===== src/rtl/regfile_sb.sv =====
// Integer register file with a per-register pending-write scoreboard.
// Decode reads operands and busy status. Writeback retires destinations. Flush drops all tracking.
module regfile_sb #(
    parameter int XLEN   = 32,
    parameter int NREG   = 32,
    parameter int CNTW   = 2,
    parameter int BYPASS = 1,
    localparam int AW    = $clog2(NREG)
) (
    input  logic            clk,
    input  logic            rst,
    input  logic [AW-1:0]   reg1,
    input  logic [AW-1:0]   reg2,
    output logic [XLEN-1:0] reg1val,
    output logic [XLEN-1:0] reg2val,
    output logic            reg1busy,
    output logic            reg2busy,
    output logic            hazard,
    input  logic            issue_valid,
    input  logic [AW-1:0]   issue_rd,
    input  logic [AW-1:0]   regD,
    input  logic [XLEN-1:0] write_data,
    input  logic            regwrite,
    input  logic            flush,
    output logic            sb_err
);

    localparam logic            BYP   = (BYPASS != 0);
    localparam logic [CNTW-1:0] CMAX  = {CNTW{1'b1}};
    localparam logic [CNTW-1:0] CONE  = CNTW'(1);

    logic [XLEN-1:0] regs     [1:NREG-1];
    logic [CNTW-1:0] cnt      [1:NREG-1];
    logic [CNTW-1:0] cnt_next [1:NREG-1];
    logic            err_next;
    logic            fwd1, fwd2;

    always_comb begin
        err_next = 1'b0;
        for (int r = 1; r < NREG; r++) begin
            logic inc, dec;
            inc         = issue_valid && (issue_rd == AW'(r));
            dec         = regwrite && (regD == AW'(r));
            cnt_next[r] = cnt[r];
            if (flush) begin
                cnt_next[r] = '0;
            end else if (inc && !dec) begin
                if (cnt[r] == CMAX) err_next = 1'b1;
                else                cnt_next[r] = cnt[r] + CONE;
            end else if (dec && !inc) begin
                if (cnt[r] == '0) err_next = 1'b1;
                else              cnt_next[r] = cnt[r] - CONE;
            end
        end
    end

    always_ff @(posedge clk or posedge rst) begin
        if (rst) begin
            for (int r = 1; r < NREG; r++) begin
                regs[r] <= '0;
                cnt[r]  <= '0;
            end
            sb_err <= 1'b0;
        end else begin
            for (int r = 1; r < NREG; r++) begin
                cnt[r] <= cnt_next[r];
            end
            if (regwrite && (regD != '0)) regs[regD] <= write_data;
            if (err_next) sb_err <= 1'b1;
        end
    end

    // Forwarding is gated by rst so that reads return zero throughout reset.
    always_comb begin
        fwd1 = BYP && !rst && regwrite && (regD == reg1) && (reg1 != '0);
        fwd2 = BYP && !rst && regwrite && (regD == reg2) && (reg2 != '0);

        reg1val  = '0;
        reg1busy = 1'b0;
        if (reg1 != '0) begin
            reg1val  = fwd1 ? write_data : regs[reg1];
            reg1busy = (cnt[reg1] != '0) && !(fwd1 && (cnt[reg1] == CONE));
        end

        reg2val  = '0;
        reg2busy = 1'b0;
        if (reg2 != '0) begin
            reg2val  = fwd2 ? write_data : regs[reg2];
            reg2busy = (cnt[reg2] != '0) && !(fwd2 && (cnt[reg2] == CONE));
        end

        hazard = reg1busy | reg2busy;
    end

endmodule


===== config.mk =====
export PLATFORM = sky130hd
export DESIGN_NAME = regfile_sb
export DESIGN_NICKNAME = d
export VERILOG_FILES = /design/src/rtl/regfile_sb.sv
export SDC_FILE = /design/constraint.sdc
export NUM_CORES = 2
export LEC_CHECK = 0
export CAP_MARGIN = 10
export CORE_ASPECT_RATIO = 2
export CORE_UTILIZATION = 60
export DETAILED_ROUTE_END_ITERATION = 16
export DONT_BUFFER_PORTS = 1
export HOLD_SLACK_MARGIN = 0.1
export PLACE_DENSITY_LB_ADDON = 0.2
export SYNTH_ARGS = -nofsm -noshare
export SYNTH_HDL_FRONTEND = slang
export SYNTH_SLANG_ARGS = --single-unit

===== constraint.sdc =====
create_clock -name clk -period 50.5 [get_ports clk]
set_input_delay 10.1 -clock clk [delete_from_list [all_inputs] [get_ports clk]]
set_output_delay 10.1 -clock clk [all_outputs]
set_load 0.005 [all_outputs]

==> results.md <==
- Mean Syn Cell Area: 12.8 sq um
- Max Root-Sink Buffers: 3
- # clock sinks: 1,055
- Layout cells sized above 1: 0.379
- GRT overflow: 0
- Chip width: 223 um
- Count leader, synth: dfrtp_1
- Synth top area cells: dfrtp_1 45%, mux4_2 22%, mux2_2 15%
- Yosys top cell area share: 0.449
- Async SR Flop Fraction: 1.00
- Hold-fix buffers, CTS: 0
- Fmax: 42.5 MHz
- Vias in the first global route: 42.1k
- Register area: 26,400 sq um
- Pre-antenna DRT Iters: 7
- Clock buffer count from CTS: 96
- HPWL after detailed placement: 95,400 um
- Met3 wire length: 18,600 um
- Post-Route WL: 188,000 um
- Postcts setup bufs: 0
- Via/cell ratio: 7.36
- Initial Util: 0.604
- FILL cells: 7,151
- CTS clk-pin slew, worst paths: 60 ps
- Fin util: 0.643
- Vias: 41.3k
- Tot GR Track Use: 0.390
- Post-synth top cells: 1,055 x dfrtp_1, 850 x nand2_1, 807 x mux2_2, 586 x mux4_2, 322 x clkbuf_1
- Hold slack: 492 ps
- DRC viols: 0
- Total Neg Setup Slack: 0 ps
- Static Leakage: 27.5 nW
- Multi-input logic area: 30,900 sq um
- Outcome: finished with violations
- Die ar.: 99,300 sq um
- WL met1: 65,900 um
- PD cells: 37.4 nW/um^2
- Final Slew Violations: 115
- DR WL met2: 90,000 um
- # port buffers: 0
- Total design power: 2.34 mW
- HP Class: reg2reg
- Row count: 162
- Syn_nets: 4,656
- Mapped Area: 58,800 sq um
- Period utilisation layout: 0.465
- Seq/Total Area, Yosys: 0.449
- Routability cong.: 0.960
- Final min period: 23,500 ps
- Io pins: 125
- CP Launch Type: primary input
- Post-DRT Antenna Nets: 0
- Synthesis Warnings: 0
- RSZ-0062 raised after global routing: false
- Top layer in use: met5
- # setup viols final: 0
- EDFF count, synth: 0
- Cell taking the most area after synthesis: dfrtp_1
- Clock Tree Root: clkbuf_16
- Peak supply drop: 26.3 uV
- Nets: 4,367
- Area grow syn2layout: 6.44%
- Drt wl/cell: 33.5 um
- Initial DRC count: 5,117
- Clk_lat worst skew: 720 ps
- Rel. slew slack: -0.301
- Pin count of the biggest net entering global routing: 276
- Max H-tree Level: 3
- Placed Area: 59,300 sq um
- Yosys reg bits: 1,055
- CTS tree: built
- Post-Syn Instances: 4,599
- Synth cell types: 58
- Ys flop type: dfrtp_1
- Worst-path fanout max: 275
- Worst setup EP type: primary output
- Initial antenna violation count: 6
- Fin Clk Skew: 24.1 ps
- Max-cap viol count: 0
- Core Area: 97,300 sq um
- First-pass GRT wire length: 280,000 um
- Final Hold Viols: 0
- CP Data Arrival Time: 13,400 ps
- Slew @ Worst Pin: 1950 ps
- Die Y: 445 um
- Post-CTS sizing: 0
- Design area: 62,600 sq um
- WP data required: 40,400 ps
- Failing checks: max-slew violations
- CP Class: in2out
[metal layers]
metal / GRT usage / vias up
li1: - / 16471
met1: 0.489 / 21629
met2: 0.620 / 2526
met3: 0.0888 / 710
met4: 0.240 / 6
met5: 0 / -
[path summary, 6_finish.rpt]
check / endpoint / slack [ps] / cells after the start / start
setup / recovery: reg1val[9] / 27000 / 6 / reg1[0]
hold / removal: regs[259]$_DFFE_PP0P_ / 490 / 2 / regs[259]$_DFFE_PP0P_
setup reg to reg: sb_err$_DFFE_PP0P_ / 47700 / 7 / cnt[13]$_DFFE_PP0P_
hold reg to reg: regs[259]$_DFFE_PP0P_ / 490 / 2 / regs[259]$_DFFE_PP0P_
max in group asynchronous: regs[459]$_DFFE_PP0P_ / 36180 / 6 / rst
min in group asynchronous: cnt[28]$_DFFE_PP0P_ / 9400 / 1 / rst
[power by group]
group          switching (mW)  internal [mW]  total [mW]  leakage [nW]
combinational           0.161          0.289       0.450          12.3
sequential              0.114          0.999        1.11          13.6
clock                   0.338          0.438       0.776          1.61
[area by class of cell]
cell class                      instances  share of cell area
Multi-Input combinational cell       3097               0.494
Sequential cell                      1055               0.422
Clock buffer                          133              0.0440
Tap cell                             1230              0.0246
Clock inverter                         41             0.00844
Timing Repair Buffer                   54             0.00648
Inverter                                6            0.000480
Antenna cell                            2           0.0000800
[kinds of logic after synthesis]
family | after synthesis | share of synthesized area
XOR/XNOR | 9 | 0.00134
buffers and inverters | 447 | 0.0301
flip-flops | 1055 | 0.449
AO/OA/AOI/OAI | 409 | 0.0436
multiplexers | 1460 | 0.390
AND/OR/NAND/NOR | 1219 | 0.0855
[layout by cell type, fill, tap and decap left out, types with 38 or more instances in the layout]
| master | count |
|---|---|
| dfrtp_1 | 1055 |
| nand2_1 | 826 |
| mux2_2 | 807 |
| mux4_2 | 586 |
| nor2_1 | 192 |
| a21oi_1 | 182 |
| clkbuf_16 | 98 |
| mux2i_1 | 67 |
| o21ai_0 | 56 |
| buf_4 | 54 |
| a22o_1 | 46 |
| nor3_1 | 38 |
[stage by stage]
step	worst slack, ps	instances
3_3_place_gp	27490	5442
6_report	27000	5618
4_1_cts	27480	5616
3_5_place_dp	27490	5442
5_1_grt	27390	5617
2_1_floorplan	10700	4599
[worst max-delay path, cell delays in order]
cell	delay, ps
nor4_2	460
buf_4	510
or4_2	710
buf_4	450
nor2_1	70
nor3_1	610
[sequential cells by signal (all words and copies together) (netlist names)]
| register | count |
|---|---|
| sb_err | 1 |
| cnt | 62 |
| regs | 992 |
No activity file was read; power rests on OpenSTA's default activity.
